<file path="config.mk">
export PLATFORM = sky130hd
export DESIGN_NAME = dmem_arbiter_flat
export DESIGN_NICKNAME = d
export VERILOG_FILES = /design/src/rtl/dmem_arbiter_if.sv /design/src/rtl/dmem_arbiter.sv /design/src/flat_wrapper.sv
export SDC_FILE = /design/constraint.sdc
export NUM_CORES = 1
export LEC_CHECK = 0
export ABC_AREA = 1
export BUFFER_PORTS_ARGS = -buffer_cell sky130_fd_sc_hd__buf_2
export CORE_UTILIZATION = 58
export CTS_BUF_LIST = sky130_fd_sc_hd__clkbuf_8
export CTS_CLUSTER_DIAMETER = 60
export CTS_CLUSTER_SIZE = 10
export DETAILED_ROUTE_END_ITERATION = 12
export GPL_ROUTABILITY_DRIVEN = 0
export PLACE_DENSITY = 0.91
export SYNTH_ARGS = -nofsm -noshare
export SYNTH_HDL_FRONTEND = slang
export SYNTH_SLANG_ARGS = --single-unit
</file>
<file path="constraint.sdc">
create_clock -name Clk -period 5.8 [get_ports Clk]
set_clock_uncertainty 0.1 [all_clocks]
set_input_delay 1.16 -clock Clk [delete_from_list [all_inputs] [get_ports Clk]]
set_output_delay 1.16 -clock Clk [all_outputs]
set_load 0.01 [all_outputs]
</file>
<file path="src/rtl/dmem_arbiter_if.sv">
// Bus bundle between the CPU load/store path, the copy engine controls and the
// single-port data memory. The master side is the environment, the slave side is the arbiter.
interface dmem_arbiter_if #(
    parameter int ADDR_W = 8,
    parameter int DATA_W = 8
);
    logic              cpu_req;
    logic              cpu_we;
    logic [ADDR_W-1:0] cpu_addr;
    logic [DATA_W-1:0] cpu_wdata;
    logic [DATA_W-1:0] cpu_rdata;
    logic              cpu_stall;
    logic              dma_start;
    logic [ADDR_W-1:0] dma_src;
    logic [ADDR_W-1:0] dma_dst;
    logic [ADDR_W-1:0] dma_len;
    logic              dma_busy;
    logic              dma_done;
    logic              mem_we;
    logic [ADDR_W-1:0] mem_addr;
    logic [DATA_W-1:0] mem_wdata;
    logic [DATA_W-1:0] mem_rdata;

    modport master (
        output cpu_req, cpu_we, cpu_addr, cpu_wdata,
        output dma_start, dma_src, dma_dst, dma_len,
        output mem_rdata,
        input  cpu_rdata, cpu_stall, dma_busy, dma_done,
        input  mem_we, mem_addr, mem_wdata
    );

    modport slave (
        input  cpu_req, cpu_we, cpu_addr, cpu_wdata,
        input  dma_start, dma_src, dma_dst, dma_len,
        input  mem_rdata,
        output cpu_rdata, cpu_stall, dma_busy, dma_done,
        output mem_we, mem_addr, mem_wdata
    );
endinterface

</file>
<file path="src/rtl/dmem_arbiter.sv">
// Shares the single-port data memory between the CPU (priority) and a byte-wise
// read-then-write block-copy engine, with a starvation limiter forcing DMA slots.
module dmem_arbiter #(
    parameter int ADDR_W       = 8,
    parameter int DATA_W       = 8,
    parameter int STARVE_LIMIT = 8
) (
    input  logic              Clk,
    input  logic              Reset,
    dmem_arbiter_if.slave     bus
);

    typedef enum logic [1:0] {
        IDLE = 2'd0,
        RD   = 2'd1,
        WR   = 2'd2,
        DONE = 2'd3
    } state_t;

    localparam int              CNT_W    = (STARVE_LIMIT < 2) ? 1 : $clog2(STARVE_LIMIT + 1);
    localparam logic [CNT_W-1:0] LIMIT    = CNT_W'(STARVE_LIMIT);
    localparam logic            LIMIT_EN = (STARVE_LIMIT != 0);

    state_t            state_r;
    logic [ADDR_W-1:0] idx_r;
    logic [ADDR_W-1:0] src_r;
    logic [ADDR_W-1:0] dst_r;
    logic [ADDR_W-1:0] len_r;
    logic [DATA_W-1:0] buf_r;
    logic [CNT_W-1:0]  stall_cnt_r;

    logic              dma_active_s;
    logic              forced_s;
    logic              cpu_grant_s;
    logic              dma_grant_s;
    logic              mem_we_s;
    logic [ADDR_W-1:0] mem_addr_s;
    logic [DATA_W-1:0] mem_wdata_s;

    // Grant decision: CPU wins unless the copy engine has been starved to the limit.
    always_comb begin
        dma_active_s = (state_r == RD) || (state_r == WR);
        forced_s     = LIMIT_EN && dma_active_s && (stall_cnt_r == LIMIT);
        cpu_grant_s  = bus.cpu_req && !forced_s;
        dma_grant_s  = dma_active_s && !cpu_grant_s;
    end

    // Memory port mux between the CPU request and the copy engine's current step.
    always_comb begin
        mem_we_s    = 1'b0;
        mem_addr_s  = bus.cpu_addr;
        mem_wdata_s = bus.cpu_wdata;
        if (dma_grant_s) begin
            case (state_r)
                RD: begin
                    mem_addr_s = src_r + idx_r;
                end
                WR: begin
                    mem_we_s    = 1'b1;
                    mem_addr_s  = dst_r + idx_r;
                    mem_wdata_s = buf_r;
                end
                default: begin
                    mem_we_s = 1'b0;
                end
            endcase
        end else begin
            mem_we_s = cpu_grant_s && bus.cpu_we;
        end
    end

    // Copy-engine FSM, latched job parameters and starvation counter.
    always_ff @(posedge Clk) begin
        if (Reset) begin
            state_r     <= IDLE;
            idx_r       <= '0;
            src_r       <= '0;
            dst_r       <= '0;
            len_r       <= '0;
            buf_r       <= '0;
            stall_cnt_r <= '0;
        end else begin
            case (state_r)
                IDLE: begin
                    if (bus.dma_start) begin
                        src_r   <= bus.dma_src;
                        dst_r   <= bus.dma_dst;
                        len_r   <= bus.dma_len;
                        idx_r   <= '0;
                        state_r <= (bus.dma_len != '0) ? RD : DONE;
                    end else begin
                        state_r <= IDLE;
                    end
                end
                RD: begin
                    if (dma_grant_s) begin
                        buf_r   <= bus.mem_rdata;
                        state_r <= WR;
                    end else begin
                        state_r <= RD;
                    end
                end
                WR: begin
                    if (dma_grant_s) begin
                        idx_r   <= idx_r + ADDR_W'(1'b1);
                        state_r <= (idx_r == len_r - ADDR_W'(1'b1)) ? DONE : RD;
                    end else begin
                        state_r <= WR;
                    end
                end
                DONE: begin
                    state_r <= IDLE;
                end
                default: begin
                    state_r <= IDLE;
                end
            endcase

            // Counts consecutive cycles the engine lost to the CPU; saturates at the limit.
            if (!dma_active_s || dma_grant_s) begin
                stall_cnt_r <= '0;
            end else if (stall_cnt_r != LIMIT) begin
                stall_cnt_r <= stall_cnt_r + CNT_W'(1'b1);
            end else begin
                stall_cnt_r <= stall_cnt_r;
            end
        end
    end

    // A write already on the port when Reset arrives must not reach the memory.
    assign bus.mem_we    = mem_we_s & ~Reset;
    assign bus.mem_addr  = mem_addr_s;
    assign bus.mem_wdata = mem_wdata_s;
    assign bus.cpu_rdata = bus.mem_rdata;
    assign bus.cpu_stall = bus.cpu_req && forced_s;
    assign bus.dma_busy  = dma_active_s;
    assign bus.dma_done  = (state_r == DONE);

endmodule

</file>
<file path="src/flat_wrapper.sv">
// flat-port wrapper written by rule: the top's interface ports become plain ports
module dmem_arbiter_flat 
#(
    parameter int ADDR_W       = 8,
    parameter int DATA_W       = 8,
    parameter int STARVE_LIMIT = 8
)
  (Clk, Reset, bus_cpu_req, bus_cpu_we, bus_cpu_addr, bus_cpu_wdata, bus_dma_start, bus_dma_src, bus_dma_dst, bus_dma_len, bus_mem_rdata, bus_cpu_rdata, bus_cpu_stall, bus_dma_busy, bus_dma_done, bus_mem_we, bus_mem_addr, bus_mem_wdata);
  dmem_arbiter_if #(.ADDR_W(ADDR_W), .DATA_W(DATA_W)) bus_i ();
  input  logic Clk;
  input  logic Reset;
  input wire logic [$bits(bus_i.cpu_req)-1:0] bus_cpu_req;
  input wire logic [$bits(bus_i.cpu_we)-1:0] bus_cpu_we;
  input wire logic [$bits(bus_i.cpu_addr)-1:0] bus_cpu_addr;
  input wire logic [$bits(bus_i.cpu_wdata)-1:0] bus_cpu_wdata;
  input wire logic [$bits(bus_i.dma_start)-1:0] bus_dma_start;
  input wire logic [$bits(bus_i.dma_src)-1:0] bus_dma_src;
  input wire logic [$bits(bus_i.dma_dst)-1:0] bus_dma_dst;
  input wire logic [$bits(bus_i.dma_len)-1:0] bus_dma_len;
  input wire logic [$bits(bus_i.mem_rdata)-1:0] bus_mem_rdata;
  output wire logic [$bits(bus_i.cpu_rdata)-1:0] bus_cpu_rdata;
  output wire logic [$bits(bus_i.cpu_stall)-1:0] bus_cpu_stall;
  output wire logic [$bits(bus_i.dma_busy)-1:0] bus_dma_busy;
  output wire logic [$bits(bus_i.dma_done)-1:0] bus_dma_done;
  output wire logic [$bits(bus_i.mem_we)-1:0] bus_mem_we;
  output wire logic [$bits(bus_i.mem_addr)-1:0] bus_mem_addr;
  output wire logic [$bits(bus_i.mem_wdata)-1:0] bus_mem_wdata;
  assign bus_i.cpu_req = bus_cpu_req;
  assign bus_i.cpu_we = bus_cpu_we;
  assign bus_i.cpu_addr = bus_cpu_addr;
  assign bus_i.cpu_wdata = bus_cpu_wdata;
  assign bus_i.dma_start = bus_dma_start;
  assign bus_i.dma_src = bus_dma_src;
  assign bus_i.dma_dst = bus_dma_dst;
  assign bus_i.dma_len = bus_dma_len;
  assign bus_i.mem_rdata = bus_mem_rdata;
  assign bus_cpu_rdata = bus_i.cpu_rdata;
  assign bus_cpu_stall = bus_i.cpu_stall;
  assign bus_dma_busy = bus_i.dma_busy;
  assign bus_dma_done = bus_i.dma_done;
  assign bus_mem_we = bus_i.mem_we;
  assign bus_mem_addr = bus_i.mem_addr;
  assign bus_mem_wdata = bus_i.mem_wdata;
  dmem_arbiter #(.ADDR_W(ADDR_W), .DATA_W(DATA_W), .STARVE_LIMIT(STARVE_LIMIT)) u_core (.Clk(Clk), .Reset(Reset), .bus(bus_i));
endmodule
</file>
==> Word level (Yosys, flattened, before mapping) <==
Cells that the tools add are included.
{ "classes": {"n_addsub": 5, "eq_ne": 8, "n_mux": 15, "bitwise_logic": 2, "reduce_logical": 17} }
{ "ops": {"columns": ["op", "n"], "rows": [
  ["$mux 8", 5],
  ["$pmux 8 s2", 2],
  ["$add 8x8->8", 2],
  ["$mux 2", 5],
  ["$add 8x1->8 const B", 1],
  ["$eq 8x8->1", 1],
  ["$pmux 2 s4", 1],
  ["$reduce_bool 8->1", 1],
  ["$sub 8x1->8 const B", 1],
  ["$logic_and 1x1->1", 5],
  ["$add 4x1->4 const B", 1],
  ["$eq 2x2->1 const B", 2],
  ["$eq 4x4->1 const B", 1],
  ["$ne 4x4->1 const B", 1],
  ["$reduce_and 2->1", 2],
  ["$logic_not 1->1", 3],
  ["$reduce_and 3->1", 1],
  ["$eq 2x1->1 const B", 1],
  ["$logic_not 2->1", 1],
  ["$logic_or 1x1->1", 2],
  ["$mux 1", 2],
  ["$ne 2x1->1 const B", 1],
  ["$ne 2x2->1 const B", 1],
  ["$reduce_bool 2->1", 1],
  ["3 further kinds", 3]
]} }
{ "totals": {"register_bits": 46, "output_inout_bits": 28} }

==> Longest topological paths before layout <==
{ "logic_depth": {"word_depth": 9, "depth_mapped": 17} }

==> Least setup slack after synthesis <==
OpenSTA, ideal clock, no wires.
{ "synth_path": {"path_type": "register to output", "start": "reg u_core.state_r[0]", "end": "out bus_mem_addr[6]", "t_arrival_ps": 2387, "required_time_ps": 4540, "path_slack_ps": 2153, "path_stages_with_launch": 18, "path_buffers": 1, "cell_sequence": "dfxtp_1 -> inv_1 -> ha_1 -> inv_1 -> clkbuf_1 -> nand2_1 -> nand2_1 -> ha_1 -> fa_1 -> nand3_1 -> nand3_1 -> nand2_1 -> nand2_1 -> a21oi_1 -> or2_2 -> nand3_1 -> o21ai_0 -> inv_1"} }
{ "synth_via": {"elab_chain_cells": 8, "elab_cells_between_ends": 10} }
{ "synth_rtl": {"columns": ["item", "line_no", "source"], "rows": [
  ["start: declaration", "dmem_arbiter.sv:24", "state_t state_r;"],
  ["start signal: assignment", "dmem_arbiter.sv:90", "state_r <= (bus.dma_len != '0) ? RD : DONE;"],
  ["start signal: assignment", "dmem_arbiter.sv:106", "state_r <= (idx_r == len_r - ADDR_W'(1'b1)) ? DONE : RD;"],
  ["$eq 2x1->1 or $eq 2x2->1 (tied branches)", "dmem_arbiter.sv:42, dmem_arbiter.sv:54", null],
  ["$logic_or 1x1->1", "dmem_arbiter.sv:42", "dma_active_s = (state_r == RD) || (state_r == WR);"],
  ["$logic_and 1x1->1", "dmem_arbiter.sv:43", "forced_s = LIMIT_EN && dma_active_s && (stall_cnt_r == LIMIT);"],
  ["$logic_not 1->1", "dmem_arbiter.sv:44", "cpu_grant_s = bus.cpu_req && !forced_s;"],
  ["$logic_and 1x1->1", "dmem_arbiter.sv:44", null],
  ["$logic_not 1->1", "dmem_arbiter.sv:45", "dma_grant_s = dma_active_s && !cpu_grant_s;"],
  ["$logic_and 1x1->1", "dmem_arbiter.sv:45", null],
  ["$mux 8 (*)", "dmem_arbiter.sv:53", "if (dma_grant_s) begin"],
  ["end: declaration", "flat_wrapper.sv:26", "output wire logic [$bits(bus_i.mem_addr)-1:0] bus_mem_addr;"]
]} }
Mark *: on every way between the ends. The rest lies on a longest branch, timed or not.

==> Final worst setup path <==
Same ends and word-level chain as after synthesis.

==> flow_summary.toml <==
[synth]
synth_area_leader_cell = "dfxtp_1"
syn_avg_cell_area_um2 = 6.792
yosysWarnings = 0
synth.top_cells.by_area = "dfxtp_1 32%, nand2_1 13%, nor2_1 9.9%"
synth.distinct_cells = 33
synth_top_area_share_pct = 32.28
ys_seq_area_share_pct = 32.28
synthArstFlopShare_pct = 0
synth_edf_count = 0
synthesis.instances = 420
yosys_register_bits = 46
syn-num-nets = 489
synthFlopType = "dfxtp_1"
synthesis.area_mm2 = 0.002853

[timing]
max_freq_mhz = 218.0
drv_slew = 0
slew_headroom_pct = 47.73
final_hold_viol_count = 0
period_minus_slack_ps = 4587
tightest_slew_ps = 782.2
finalCritPeriodShare_pct = 79.09
setup_tns_ps = 0
rsz0062_at_grt = "no"
setup_violations = 0

[floorplan]
rows = 25
io_pins = 81
core_mm2 = 0.004723
initial_core_util_pct = 60.40
die_x_um = 72.13
die-area_mm2 = 0.005203
dieHeight_um = 72.13

[drt]
avgRoutedWirePerCell_um = 11.72
drtPass1Iterations = 5
drc_errors = 0
vias = 2888
drt-initial-drc-count = 177
wl_um = 6504
vias_per_cell = 5.204
antenna_left = 0

[placed_design]
place_area_mm2 = 0.003231
dp_hpwl_um = 4922
place_inst = 547
io_buffer_count = 80

[pwr]
p_clk_share_pct = 28.8
pwr-share-seq_pct = 49.2
power_frac_comb_pct = 22.0
switchingPower_uw = 213.2
switching_share_pct = 30.31
ir_drop_mv = 0.1597
p_per_area_mw_per_mm2 = 211.8
leakagePower_uw = 0.001643
internal_power_uw = 490.3

[flow_run]
maxCapViolCount = 0

[clocking]
cts_tree = "yes"
cts_inserted_buffers = 5
cts.clk_slew.worst_paths_ps = 80
clock_sinks = 46
cts_root_buf = "clkbuf_8"
ctsHoldBuffers = 0
cts_setup_buffers = 0
clkLatencyLatePin_ps = 300
clockBufferDepth = 2
h-tree-depth = 2
ctsResizeCount = 0

[critical_path]
startpoint = "u_core.state_r[0]$_SDFF_PP0_"
worstSetupPathType = "flop to output port"
cp-end-kind = "output port"
crit_arrival_ps = 3330
regToRegEndpoint = "u_core.idx_r[0]$_SDFFE_PP0P_"
reg2reg_depth = 7
critPathCapture = "bus_mem_addr[6]"
cp.required_ps = 4540
cp-start-kind = "flop"
r2r_start = "u_core.state_r[1]$_SDFF_PP0_"
r2r_slack_ps = 3030
path_max_fanout = 15

[layout]
fin_cells = 555
area_growth_pct = 16.45
diodes = 0
seqCellArea_um2 = 920.9
nets = 556
fillers = 380
stdcell_area_mm2 = 0.003322
drive_gt1_share_pct = 22.75
multi_input_area_mm2 = 0.001680

[outcome]
status = "completed"

[global_route]
grt_overflow = 0
antenna_found_initial = 0
grt_pass1_wl_um = 10800
grt_max_degree = 34
grt_pass1_vias = 2579
track_usage_pct = 26.26

[worst_hold_path]
hp-class = "flop to flop"
[through the flow]
| step | setup WS (ps) | hold slack (ps) | util (%) | power [uW] |
|---|---|---|---|---|
| final | 1213 | 391.0 | 70.33 | 703.5 |
| after global routing | 863.0 | 419.0 | 70.33 | 740.1 |
| after CTS | 1223 | 386.2 | 70.33 | 701.5 |
| after detailed placement | 1543 | 372.7 | 68.40 | 505.2 |
| after global placement | 1674 | 364.7 | 68.40 | 499.1 |
| after floorplan | 2153 | 347.4 | - | 459.2 |
[registers in the layout, indices dropped and copies added, names as in the netlist]
signal / cells
u_core.dst_r: 8
u_core.buf_r: 8
u_core.src_r: 8
u_core.state_r: 2
u_core.len_r: 8
u_core.stall_cnt_r: 4
u_core.idx_r: 8
[synthesized netlist by cell type (2+ instances only)]
master and n:
nand2_4 3, xor2_1 3, buf_4 8, nand2_1 96, o21ai_0 42, inv_2 3, inv_1 33, a21oi_1 22
dfxtp_1 46, nor2_4 2, clkbuf_1 11, xnor2_1 9, mux2_2 8, nand4_1 4, nor2_1 75, ha_1 15
nand3_1 19, nand2_2 2, nor3_1 4, or2_2 2
[worst max-delay path: stages, from the launching register on]
cell     delay (ps)
dfxtp_1         330
inv_1            90
ha_1            580
inv_1           340
nand2_1         130
nand2_1          60
ha_1            210
fa_1            420
nand3_1          90
nand3_1          80
nand2_1          80
nand2_1          50
a21oi_1         140
or2_2           130
nand3_1          50
o21ai_0          70
inv_1            50
buf_2           130
[logic make-up after synthesis]
logic type	share of synthesized area, %
buf+inv	8.816
simple gates	32.19
xor+xnor	3.685
flops	32.28
compound gates	12.59
mux	3.158
fa+ha+maj	7.281
[worst min-delay path by stage]
stage,start,end,slack [ps],cells after the start
floorplan,u_core.len_r[1]$_SDFFE_PP0P_,u_core.len_r[1]$_SDFFE_PP0P_,350,2
finish,u_core.dst_r[4]$_SDFFE_PP0P_,u_core.dst_r[4]$_SDFFE_PP0P_,390,2
CTS,u_core.len_r[1]$_SDFFE_PP0P_,u_core.len_r[1]$_SDFFE_PP0P_,390,2
detailed placement,u_core.dst_r[4]$_SDFFE_PP0P_,u_core.dst_r[4]$_SDFFE_PP0P_,370,2
global placement,u_core.dst_r[4]$_SDFFE_PP0P_,u_core.dst_r[4]$_SDFFE_PP0P_,360,2
global route,u_core.dst_r[4]$_SDFFE_PP0P_,u_core.dst_r[4]$_SDFFE_PP0P_,420,2
[layout make-up]
type	instances	area share, %
Multi-Input combinational cell	316	50.58
Sequential cell	46	27.72
Timing Repair Buffer	80	12.05
Inverter	38	4.369
Tap cell	67	2.524
Clock buffer	6	2.486
Clock inverter	2	0.2637
[placed cells by master, fill, tap and decap left out]
cell type	n
nor2_8	1
a21oi_1	22
xor2_1	3
nand2_4	3
nand3_1	19
inv_4	1
nor3_4	1
o21ai_4	1
clkinv_1	1
or2_2	2
xnor2_1	9
nand2_1	96
mux2_2	8
buf_2	80
inv_2	3
o21ai_0	42
o21a_1	1
dfxtp_1	46
nand2_2	2
nor4_1	1
inv_1	34
nor2_4	2
clkbuf_8	6
clkinv_2	1
nand4_1	4
nor2_1	75
or2_0	1
ha_1	15
a211oi_1	1
o211ai_1	1
and3_1	1
fa_1	1
nor3_1	4
[power groups by stage]
stage,Clock (uW),Combinational [uW],Sequential (uW)
after global placement,0,146,353
after floorplan,0,109,350
after CTS,202,154,346
final,203,155,346
after detailed placement,0,152,353
after global routing,217,175,348
[per-layer routing]
metal  up-vias  GRT usage [%]  wire length (um)
li1       1473              -                 -
met1      1281          29.82              2816
met2       118          48.18              3187
met3        16          5.417               364
met4         0          9.804               135
met5         -              0                 0
(Power assumes the default switching activity.)
